`config.mk`:
```
export PLATFORM = sky130hd
export DESIGN_NAME = alu_op_sequencer_flat
export DESIGN_NICKNAME = d
export VERILOG_FILES = /design/src/rtl/calc_pkg.sv /design/src/rtl/alu_op_sequencer_if.sv /design/src/rtl/alu_iter_core.sv /design/src/rtl/alu_op_sequencer.sv /design/src/flat_wrapper.sv
export SDC_FILE = /design/constraint.sdc
export NUM_CORES = 1
export LEC_CHECK = 0
export CORE_ASPECT_RATIO = 0.6
export CORE_UTILIZATION = 30
export DETAILED_ROUTE_END_ITERATION = 12
export PLACE_DENSITY = 0.47
export SLEW_MARGIN = 20
export SYNTH_ARGS = -nofsm -noshare
export SYNTH_HDL_FRONTEND = slang
export SYNTH_SLANG_ARGS = --single-unit
```
`constraint.sdc`:
```
create_clock -name clk -period 5.1 [get_ports clk]
set_clock_uncertainty 0.1 [all_clocks]
set_input_delay 1.53 -clock clk [delete_from_list [all_inputs] [get_ports clk]]
set_output_delay 1.53 -clock clk [all_outputs]
set_load 0.02 [all_outputs]
```
`src/rtl/calc_pkg.sv`:
```
// Shared calculator definitions: ALU opcodes (which are also keypad key codes),
// sequencer state encoding and the digit-key code list.
package calc_pkg;

  // Operator key codes; the ALU sequencer consumes these directly as opcodes.
  localparam logic [3:0] OP_PLUS  = 4'b0011;
  localparam logic [3:0] OP_MINUS = 4'b1011;
  localparam logic [3:0] OP_MULT  = 4'b0111;
  localparam logic [3:0] OP_DIV   = 4'b1111;

  // Digit key codes 0..9, chosen so that none collides with an operator code.
  localparam logic [9:0][3:0] KEY_DIGITS = {
    4'b1100, 4'b1010, 4'b1001, 4'b1000, 4'b0110,
    4'b0101, 4'b0100, 4'b0010, 4'b0001, 4'b0000
  };

  typedef enum logic [1:0] {
    SEQ_IDLE = 2'd0,
    SEQ_RUN  = 2'd1,
    SEQ_DONE = 2'd2
  } seq_state_e;

  // True for codes that need the iterative datapath (divide only when b is nonzero).
  function automatic logic is_iter_op(input logic [3:0] op, input logic b_is_zero);
    return (op == OP_MULT) || ((op == OP_DIV) && !b_is_zero);
  endfunction

endpackage

```
`src/rtl/alu_op_sequencer_if.sv`:
```
// Job request / result bus between the keypad FSM (master) and the ALU
// sequencer (slave). The rem signal exists only with ALU_SEQ_REMAINDER_EN.
interface alu_op_sequencer_if #(
  parameter int unsigned WIDTH = 16
) ();

  logic             start;
  logic [3:0]       op;
  logic [WIDTH-1:0] num_a;
  logic [WIDTH-1:0] num_b;
  logic             busy;
  logic             done;
  logic [WIDTH-1:0] result;
  logic             ovf;
  logic             err;

`ifdef ALU_SEQ_REMAINDER_EN
  logic [WIDTH-1:0] rem;

  modport master (
    output start, op, num_a, num_b,
    input  busy, done, result, ovf, err, rem
  );

  modport slave (
    input  start, op, num_a, num_b,
    output busy, done, result, ovf, err, rem
  );
`else
  modport master (
    output start, op, num_a, num_b,
    input  busy, done, result, ovf, err
  );

  modport slave (
    input  start, op, num_a, num_b,
    output busy, done, result, ovf, err
  );
`endif

endinterface

```
`src/rtl/alu_iter_core.sv`:
```
// Iterative datapath: shift-add multiply (LSB first) and restoring divide
// (MSB first), one bit per step. hi/lo form a 2*WIDTH accumulator:
//   multiply: hi = running high product, lo = multiplier shifting out / low product
//   divide:   hi = partial remainder,   lo = dividend shifting out / quotient
// The *_nxt outputs are the values the accumulator takes on the next step.
module alu_iter_core #(
  parameter int unsigned WIDTH = 16
) (
  input  logic             clk,
  input  logic             reset,
  input  logic             load,
  input  logic             step,
  input  logic             sel_div,
  input  logic [WIDTH-1:0] a,
  input  logic [WIDTH-1:0] b,
  output logic [WIDTH-1:0] hi_nxt,
  output logic [WIDTH-1:0] lo_nxt
);

  logic [WIDTH-1:0] opnd_q;  // multiplicand or divisor
  logic [WIDTH-1:0] hi_q;
  logic [WIDTH-1:0] lo_q;

  logic [WIDTH:0] mul_sum;
  logic [WIDTH:0] div_shift;
  logic [WIDTH:0] div_diff;

  // One iteration of whichever algorithm is selected.
  always_comb begin
    mul_sum   = {1'b0, hi_q} + (lo_q[0] ? {1'b0, opnd_q} : '0);
    div_shift = {hi_q, lo_q[WIDTH-1]};
    div_diff  = div_shift - {1'b0, opnd_q};
    if (sel_div) begin
      // Negative trial difference means restore: keep the shifted remainder.
      if (div_diff[WIDTH]) begin
        hi_nxt = div_shift[WIDTH-1:0];
        lo_nxt = {lo_q[WIDTH-2:0], 1'b0};
      end else begin
        hi_nxt = div_diff[WIDTH-1:0];
        lo_nxt = {lo_q[WIDTH-2:0], 1'b1};
      end
    end else begin
      // Carry of the partial sum shifts into the top of the product.
      hi_nxt = mul_sum[WIDTH:1];
      lo_nxt = {mul_sum[0], lo_q[WIDTH-1:1]};
    end
  end

  // Accumulator and operand registers.
  always_ff @(posedge clk) begin
    if (reset) begin
      opnd_q <= '0;
      hi_q   <= '0;
      lo_q   <= '0;
    end else if (load) begin
      opnd_q <= sel_div ? b : a;
      hi_q   <= '0;
      lo_q   <= sel_div ? a : b;
    end else if (step) begin
      hi_q <= hi_nxt;
      lo_q <= lo_nxt;
    end
  end

endmodule

```
`src/rtl/alu_op_sequencer.sv`:
```
// Calculator ALU job sequencer: accepts one job at a time, resolves add/sub
// and the degenerate cases in one cycle, and runs multiply/divide through
// alu_iter_core for WIDTH steps. Optional remainder output: ALU_SEQ_REMAINDER_EN.
module alu_op_sequencer
  import calc_pkg::*;
#(
  parameter int unsigned WIDTH = 16
) (
  input logic               clk,
  input logic               reset,
  alu_op_sequencer_if.slave bus
);

  localparam int unsigned CNT_W = $clog2(WIDTH);
  localparam logic [CNT_W-1:0] LastCnt = CNT_W'(WIDTH - 1);

  seq_state_e       state_q, state_d;
  logic [CNT_W-1:0] cnt_q, cnt_d;
  logic [3:0]       op_q, op_d;
  logic [WIDTH-1:0] result_q, result_d;
  logic             ovf_q, ovf_d;
  logic             err_q, err_d;
`ifdef ALU_SEQ_REMAINDER_EN
  logic [WIDTH-1:0] rem_q, rem_d;
`endif

  logic             core_load;
  logic             core_step;
  logic             core_sel_div;
  logic [WIDTH-1:0] core_hi_nxt;
  logic [WIDTH-1:0] core_lo_nxt;

  logic [WIDTH:0]   add_sum;
  logic [WIDTH-1:0] sub_diff;
  logic             accept;

  assign accept   = (state_q == SEQ_IDLE) && bus.start;
  assign add_sum  = {1'b0, bus.num_a} + {1'b0, bus.num_b};
  assign sub_diff = bus.num_a - bus.num_b;

  // At load time the opcode comes from the bus; afterwards from the latched copy.
  assign core_sel_div = accept ? (bus.op == OP_DIV) : (op_q == OP_DIV);

  alu_iter_core #(
    .WIDTH (WIDTH)
  ) u_core (
    .clk     (clk),
    .reset   (reset),
    .load    (core_load),
    .step    (core_step),
    .sel_div (core_sel_div),
    .a       (bus.num_a),
    .b       (bus.num_b),
    .hi_nxt  (core_hi_nxt),
    .lo_nxt  (core_lo_nxt)
  );

  // Next-state, counter, result and flag updates.
  always_comb begin
    state_d   = state_q;
    cnt_d     = cnt_q;
    op_d      = op_q;
    result_d  = result_q;
    ovf_d     = ovf_q;
    err_d     = err_q;
`ifdef ALU_SEQ_REMAINDER_EN
    rem_d     = rem_q;
`endif
    core_load = 1'b0;
    core_step = 1'b0;

    unique case (state_q)
      SEQ_IDLE: begin
        if (bus.start) begin
          op_d      = bus.op;
          cnt_d     = '0;
          ovf_d     = 1'b0;
          err_d     = 1'b0;
          core_load = 1'b1;
          if (is_iter_op(bus.op, bus.num_b == '0)) begin
            // result is left untouched until the iterative job finishes
            state_d = SEQ_RUN;
          end else begin
            state_d = SEQ_DONE;
`ifdef ALU_SEQ_REMAINDER_EN
            rem_d   = '0;
`endif
            case (bus.op)
              OP_PLUS: begin
                result_d = add_sum[WIDTH-1:0];
                ovf_d    = add_sum[WIDTH];
              end
              OP_MINUS: begin
                result_d = sub_diff;
                ovf_d    = bus.num_a < bus.num_b;
              end
              OP_DIV: begin
                // only reached with a zero divisor
                result_d = '1;
                err_d    = 1'b1;
`ifdef ALU_SEQ_REMAINDER_EN
                rem_d    = bus.num_a;
`endif
              end
              default: begin
                result_d = '0;
                err_d    = 1'b1;
              end
            endcase
          end
        end
      end

      SEQ_RUN: begin
        core_step = 1'b1;
        cnt_d     = cnt_q + CNT_W'(1);
        if (cnt_q == LastCnt) begin
          state_d  = SEQ_DONE;
          cnt_d    = '0;
          result_d = core_lo_nxt;
          if (op_q == OP_DIV) begin
`ifdef ALU_SEQ_REMAINDER_EN
            rem_d = core_hi_nxt;
`endif
          end else begin
            ovf_d = |core_hi_nxt;
`ifdef ALU_SEQ_REMAINDER_EN
            rem_d = '0;
`endif
          end
        end
      end

      SEQ_DONE: begin
        state_d = SEQ_IDLE;
      end

      default: begin
        state_d = SEQ_IDLE;
      end
    endcase
  end

  // State and held-result registers.
  always_ff @(posedge clk) begin
    if (reset) begin
      state_q  <= SEQ_IDLE;
      cnt_q    <= '0;
      op_q     <= '0;
      result_q <= '0;
      ovf_q    <= 1'b0;
      err_q    <= 1'b0;
`ifdef ALU_SEQ_REMAINDER_EN
      rem_q    <= '0;
`endif
    end else begin
      state_q  <= state_d;
      cnt_q    <= cnt_d;
      op_q     <= op_d;
      result_q <= result_d;
      ovf_q    <= ovf_d;
      err_q    <= err_d;
`ifdef ALU_SEQ_REMAINDER_EN
      rem_q    <= rem_d;
`endif
    end
  end

  assign bus.busy   = (state_q != SEQ_IDLE);
  assign bus.done   = (state_q == SEQ_DONE);
  assign bus.result = result_q;
  assign bus.ovf    = ovf_q;
  assign bus.err    = err_q;
`ifdef ALU_SEQ_REMAINDER_EN
  assign bus.rem    = rem_q;
`endif

endmodule

```
`src/flat_wrapper.sv`:
```
// flat-port wrapper written by rule: the top's interface ports become plain ports
module alu_op_sequencer_flat import calc_pkg::*;
#(
  parameter int unsigned WIDTH = 16
)
  (clk, reset, bus_start, bus_op, bus_num_a, bus_num_b, bus_busy, bus_done, bus_result, bus_ovf, bus_err);
  alu_op_sequencer_if #(.WIDTH(WIDTH)) bus_i ();
  input logic clk;
  input logic reset;
  input wire logic [$bits(bus_i.start)-1:0] bus_start;
  input wire logic [$bits(bus_i.op)-1:0] bus_op;
  input wire logic [$bits(bus_i.num_a)-1:0] bus_num_a;
  input wire logic [$bits(bus_i.num_b)-1:0] bus_num_b;
  output wire logic [$bits(bus_i.busy)-1:0] bus_busy;
  output wire logic [$bits(bus_i.done)-1:0] bus_done;
  output wire logic [$bits(bus_i.result)-1:0] bus_result;
  output wire logic [$bits(bus_i.ovf)-1:0] bus_ovf;
  output wire logic [$bits(bus_i.err)-1:0] bus_err;
  assign bus_i.start = bus_start;
  assign bus_i.op = bus_op;
  assign bus_i.num_a = bus_num_a;
  assign bus_i.num_b = bus_num_b;
  assign bus_busy = bus_i.busy;
  assign bus_done = bus_i.done;
  assign bus_result = bus_i.result;
  assign bus_ovf = bus_i.ovf;
  assign bus_err = bus_i.err;
  alu_op_sequencer #(.WIDTH(WIDTH)) u_core (.clk(clk), .reset(reset), .bus(bus_i));
endmodule
```
Word-level counts from Yosys, hierarchy flattened. Index checks and enable logic that the tools add are counted.

Register bits: 76. Input port bits: 39. Output and inout bits: 20. Word-level logic and storage cells: 77.

Add/subtract/negate cells: 5. $lt $le $gt $ge: 1. Equality and inequality tests: 12. Muxes and demuxes: 33. Reduce and logical (&&, ||, !) cells: 17.

Operators with widths (count): $mux 16 (11); $pmux 16 s3 (1); $pmux 16 s2 (1); $add 16x16->17 (1); $add 16x17->17 (1); $sub 17x16->17 (1); $eq 4x4->1 const B (4); $logic_not 16->1 (1); $lt 16x16->1 (1); $reduce_or 16->1 (1); $sub 16x16->16 (1); $mux 1 (11); $mux 4 (2); $pmux 4 s2 (1); $reduce_and 4->1 (2); $mux 2 (3); $ne 2x2->1 const B (3); $reduce_and 2->1 (3); $reduce_bool 2->1 (3); $add 4x1->4 const B (1); $eq 4x2->1 const B (1); $eq 4x3->1 const B (1); $pmux 1 s2 (2); $pmux 2 s2 (1); other kinds (8) (10).

Depth between registers and ports, before layout.
Word-level depth: 8. Gate-level depth with buffers: 14. Gate-level depth less buffers: 14.

By module. A second synthesis with hierarchy kept.

Cells, all modules: 1027. Area, all modules: 7694.9 µm².

By module, submodules not included: alu_iter_core (instances 1, cells an instance 576, area an instance 4480.5 µm², seq. area each 960.9 µm²); alu_op_sequencer (instances 1, cells an instance 451, area an instance 3214.3 µm², seq. area each 560.5 µm²).

Least setup slack after synthesis. Ideal clock, no wire load.

Path type: input-to-reg. From: input bus_num_a[0]. To: register u_core.result_q[14] (netlist: u_core.bus.result[14]). Library setup time: 0.132 ns. Data arrival time: 4.008 ns. Required time: 4.868 ns. Slack: 0.860 ns. Stages on the path: 14. Path buffers: 0. Path through: inv_1 -> ha_1 -> inv_1 -> fa_1 -> a21oi_1 -> nor2b_1 -> a311o_1 -> a311oi_1 -> o21a_1 -> o31ai_1 -> a2111oi_0 -> o41ai_1 -> nand4_1 -> a21oi_1.

Word-level cells in the longest chain between the ends: 5. Elaborated cells between the ends (all ways): 6. Those cells by class: add/sub (2); mux (4).

RTL lines: from (decl) (RTL line flat_wrapper.sv:12) `input wire logic [$bits(bus_i.num_a)-1:0] bus_num_a;`; $sub 16x16->16 / $add 16x16->17 (equally long branches) (RTL line alu_op_sequencer.sv:39, alu_op_sequencer.sv:38); $pmux 16 s3 (*) (RTL line alu_op_sequencer.sv:88) `case (bus.op)`; $mux 16 (*) (RTL line alu_op_sequencer.sv:80) `if (is_iter_op(bus.op, bus.num_b == '0)) begin`; $mux 16 (*) (RTL line alu_op_sequencer.sv:74) `if (bus.start) begin`; $pmux 16 s2 (*) (RTL line alu_op_sequencer.sv:72) `unique case (state_q)`; to (signal assigned) (RTL line alu_op_sequencer.sv:160) `result_q <= result_d;`; to (decl) (RTL line alu_op_sequencer.sv:20) `logic [WIDTH-1:0] result_q, result_d;`.

Mark *: on every way between the ends. The rest lies on a longest branch, timed or not. The select of a mux whose other input is x is not followed. A chain may end at the register's enable or synchronous reset.

Worst setup path after layout.
From: input bus_num_b[0]. To: register u_core.result_q[14] (netlist: u_core.bus.result[14]).

Word-level cells in the longest chain between the ends: 6. Elaborated cells between the ends (all ways): 12. Those cells by class: add/sub (2); eq/ne (1); mux (4); reduce/logical (5).

RTL lines: from (decl) (RTL line flat_wrapper.sv:13) `input wire logic [$bits(bus_i.num_b)-1:0] bus_num_b;`; parallel branches: the longest is 6 deep, another holds $sub 16x16->16.

Several ways; the timed one is not identified. The select of a mux whose other input is x is not followed.

==> flow_metrics.tcl <==
set metrics [dict create \
    cp_num_buf_inv 3 \
    wl_per_cell_um 19.1 \
    cts_made_buffers 9 \
    gp_congestion 0.908 \
    synthFlopType "dfxtp_1" \
    numClockSinks 76 \
    r2r_cells 13 \
    swShare_pct 32.6 \
    final_cells 1345 \
    internal_power_mw 1.39 \
    p_sw_mw 0.674 \
    drive_gt1_share_pct 9.42 \
    syn_to_final_growth_pct 20.9 \
    synth_nets 1072 \
    antenna_found_initial 1 \
    fin_util_pct 37.0 \
    ys_top_cells_by_area "dfxtp_1 21%, ha_1 11%, a21oi_1 6.8%" \
    vias_per_cell 5.40 \
    cp.required_ps 5270 \
    ys_seq_area_share_pct 21.5 \
    synth_top_area_share_pct 21.5 \
    grt_usage_pct 21.4 \
    tightest_slew_ps 902 \
    dr.first_iter.drc_count 646 \
    hp-start "u_core.bus.result[9]" \
    place_hpwl_um 19800 \
    die_h_um 121 \
    syn_area_um2 7080 \
    tritoncts "yes" \
    syn-mean-instance-area_um2 7.34 \
    yosysWarnings 0 \
    critPathMaxFanout 4 \
    r2r_start "u_core.u_core.lo_q[15]" \
    rows 43 \
    root_buffer "clkbuf_16" \
    hold_violations 0 \
    ys_ff_latch 76 \
    fp.dieArea_um2 24200 \
    rsz0062_at_grt "false" \
    rrSetupSlack_ps 380 \
    path_depth 15 \
    yosysUniqueCellTypes 72 \
    post_cts_buffers 0 \
    placeableCoreArea_um2 23100 \
    setup.worst_path.start "bus_num_b[0]" \
    clkTransAtPathRegs_ps 60 \
    postCtsResizedCells 0 \
    end_kind "flip-flop" \
    cpPeakStageDelay_ps 520 \
    max-slew-margin-rel_pct 39.4 \
    power_frac_comb_pct 30.2 \
    n_antenna_cell 0 \
    p_clk_share_pct 37.8 \
    drc 0 \
    fin_crit_ps 4860 \
    postRouteWirelength_um 25600 \
    grt_max_degree 51 \
    endpoint "u_core.bus.result[14]" \
    clk_latency_ps 350 \
    port_buffers 58 \
    grt_overflow 0 \
    path_cells "clkdlybuf4s50_1 -> ha_1 -> fa_1 -> nor2b_1 -> o21bai_1 -> a21oi_1 -> o21ai_0 -> buf_4 -> a2111oi_0 -> buf_4 -> o31ai_1 -> nor2_1 -> o41ai_1 -> nand4_1 -> a21oi_1" \
    post-route-period-util_pct 95.4 \
    cap_violations 0 \
    cp_top_family "compound AO/OA/AOI/OAI gates" \
    cts_hold_buf 0 \
    ctsLongestPathBuffers 2 \
    max_freq_mhz 206 \
    power_mw 2.07 \
    synth_edf_count 0 \
    io_pins 59 \
    p_leak_nw 3.45 \
    netlist_instances 964 \
    async_reset_ff_share_pct 0 \
    grt_pass1_vias 6636 \
    num_vias 7265 \
    layout_common_cells "103 x nor2_1, 96 x nand2_1, 96 x a21oi_1, 76 x dfxtp_1, 65 x ha_1" \
    seq_power_share_pct 31.9 \
    r2r_end "u_core.bus.ovf" \
    critPathLaunchType "primary input" \
    fill_cells 2460 \
    final_common_cell "nor2_1" \
    yosysTopAreaCell "dfxtp_1" \
    ir_drop_mv 0.167 \
    grt_first_pass_wirelength_um 39900 \
    h-tree-depth 3 \
    postRouteAntennaNets 0 \
    arrival_ps 5040 \
    cellPowerDensity_nw_per_um2 241 \
    final_nets 1133 \
    hold_ws_ps 349 \
    dp_cells 1329 \
    drt_pre_antenna_iters 5 \
    worst_path_max_delay_cell "clkdlybuf4s50_1" \
    die_w_um 200 \
    maxSlewViolCount 0 \
    path_class "primary input to flip-flop" \
    start_util_pct 30.6 \
    hold_class "flip-flop to flip-flop" \
    status "finished, final reports clean" \
    setup_viol 0 \
]
-- cells by family after synthesis --
family / count (synthesis) / synth area share (%)
buffers and inverters: 108 / 6.04
AND/OR/NAND/NOR: 347 / 23.4
XOR/XNOR: 30 / 3.71
AO/OA/AOI/OAI: 311 / 29.3
adder cells (fa/ha/maj): 69 / 12.6
flip-flops: 76 / 21.5
multiplexers: 23 / 3.46
-- synth_stat cells (4+ instances only) --
cell and n:
nor2b_1 14, o22ai_1 4, nor2_1 103, ha_1 65
o21bai_1 8, or3_1 13, mux2i_1 11, nand2b_1 11
o31ai_1 9, clkbuf_1 43, a221oi_1 4, o211ai_1 16
xor2_1 6, nand4_1 6, o21ai_0 35, and3_1 7
fa_1 4, buf_1 8, o21a_1 10, nor4_1 6
xnor2_1 24, a21o_1 13, a311oi_1 10, a21oi_1 96
and2_1 20, dfxtp_1 76, a31oi_1 11, nand3_1 20
nand3b_1 4, nor3_1 27, mux2_2 11, nand2_1 98
a211oi_1 54, inv_1 51
-- worst min-delay path by stage --
stage / endpoint / slack (ps) / depth (start not counted)
floorplan: u_core.op_q[3] / 340 / 2
global placement: u_core.bus.result[0] / 340 / 2
detailed placement: u_core.bus.result[9] / 350 / 2
CTS: u_core.bus.result[9] / 350 / 2
global route: u_core.bus.result[8] / 380 / 2
finish: u_core.bus.result[9] / 350 / 2
-- area by class of cell --
| type | count | area [um2] | share of cell area (%) |
|---|---|---|---|
| clock buffers | 12 | 256 | 3.00 |
| clock inverters | 4 | 95.1 | 1.11 |
| inverters | 51 | 191 | 2.24 |
| multi-input cells | 780 | 5160 | 60.3 |
| flip-flops and latches | 76 | 1520 | 17.8 |
| well taps | 315 | 394 | 4.60 |
| repair buffers | 107 | 943 | 11.0 |
-- tightest hold or removal path, delay by kind of cell, from the launching register on --
kind / cells / cell delay (ps)
AO/OA/AOI/OAI: 1 / 50
flip-flops: 1 / 310
AND/OR/NAND/NOR: 1 / 50
-- through the flow --
stage,cell area [um2],TNS (ps),worst slack [ps]
after detailed placement,8210,-58.8,-39.7
after floorplan,7080,0,860
after CTS,8560,0,331
after global routing,8560,0,95.9
final,8560,0,236
after global placement,8210,0,9.05
-- power by group through the flow --
stage	Combinational [mW]	Sequential [mW]	Clock, mW
final	0.625	0.660	0.782
after detailed placement	0.615	0.672	0
after global placement	0.619	0.672	0
after global routing	0.685	0.665	0.821
after floorplan	0.376	0.676	0
after CTS	0.619	0.659	0.793
-- sequential cells by signal, indices dropped and copies added, names as in the netlist --
name                  flops
u_core.op_q               4
u_core.u_core.hi_q       16
u_core.bus.err            1
u_core.u_core.lo_q       16
u_core.state_q            2
u_core.bus.ovf            1
u_core.bus.result        16
u_core.u_core.opnd_q     16
u_core.cnt_q              4
-- layer usage --
metal  vias to the layer above  wire length (um)  GRT usage [%]
met5                         -                 0              0
met4                         0               163           3.67
met3                        17              1540           4.03
met2                       214              9380           27.3
met1                      3411             14600           35.4
li1                       3623                 -              -
No activity file was read; power rests on OpenSTA's default activity.
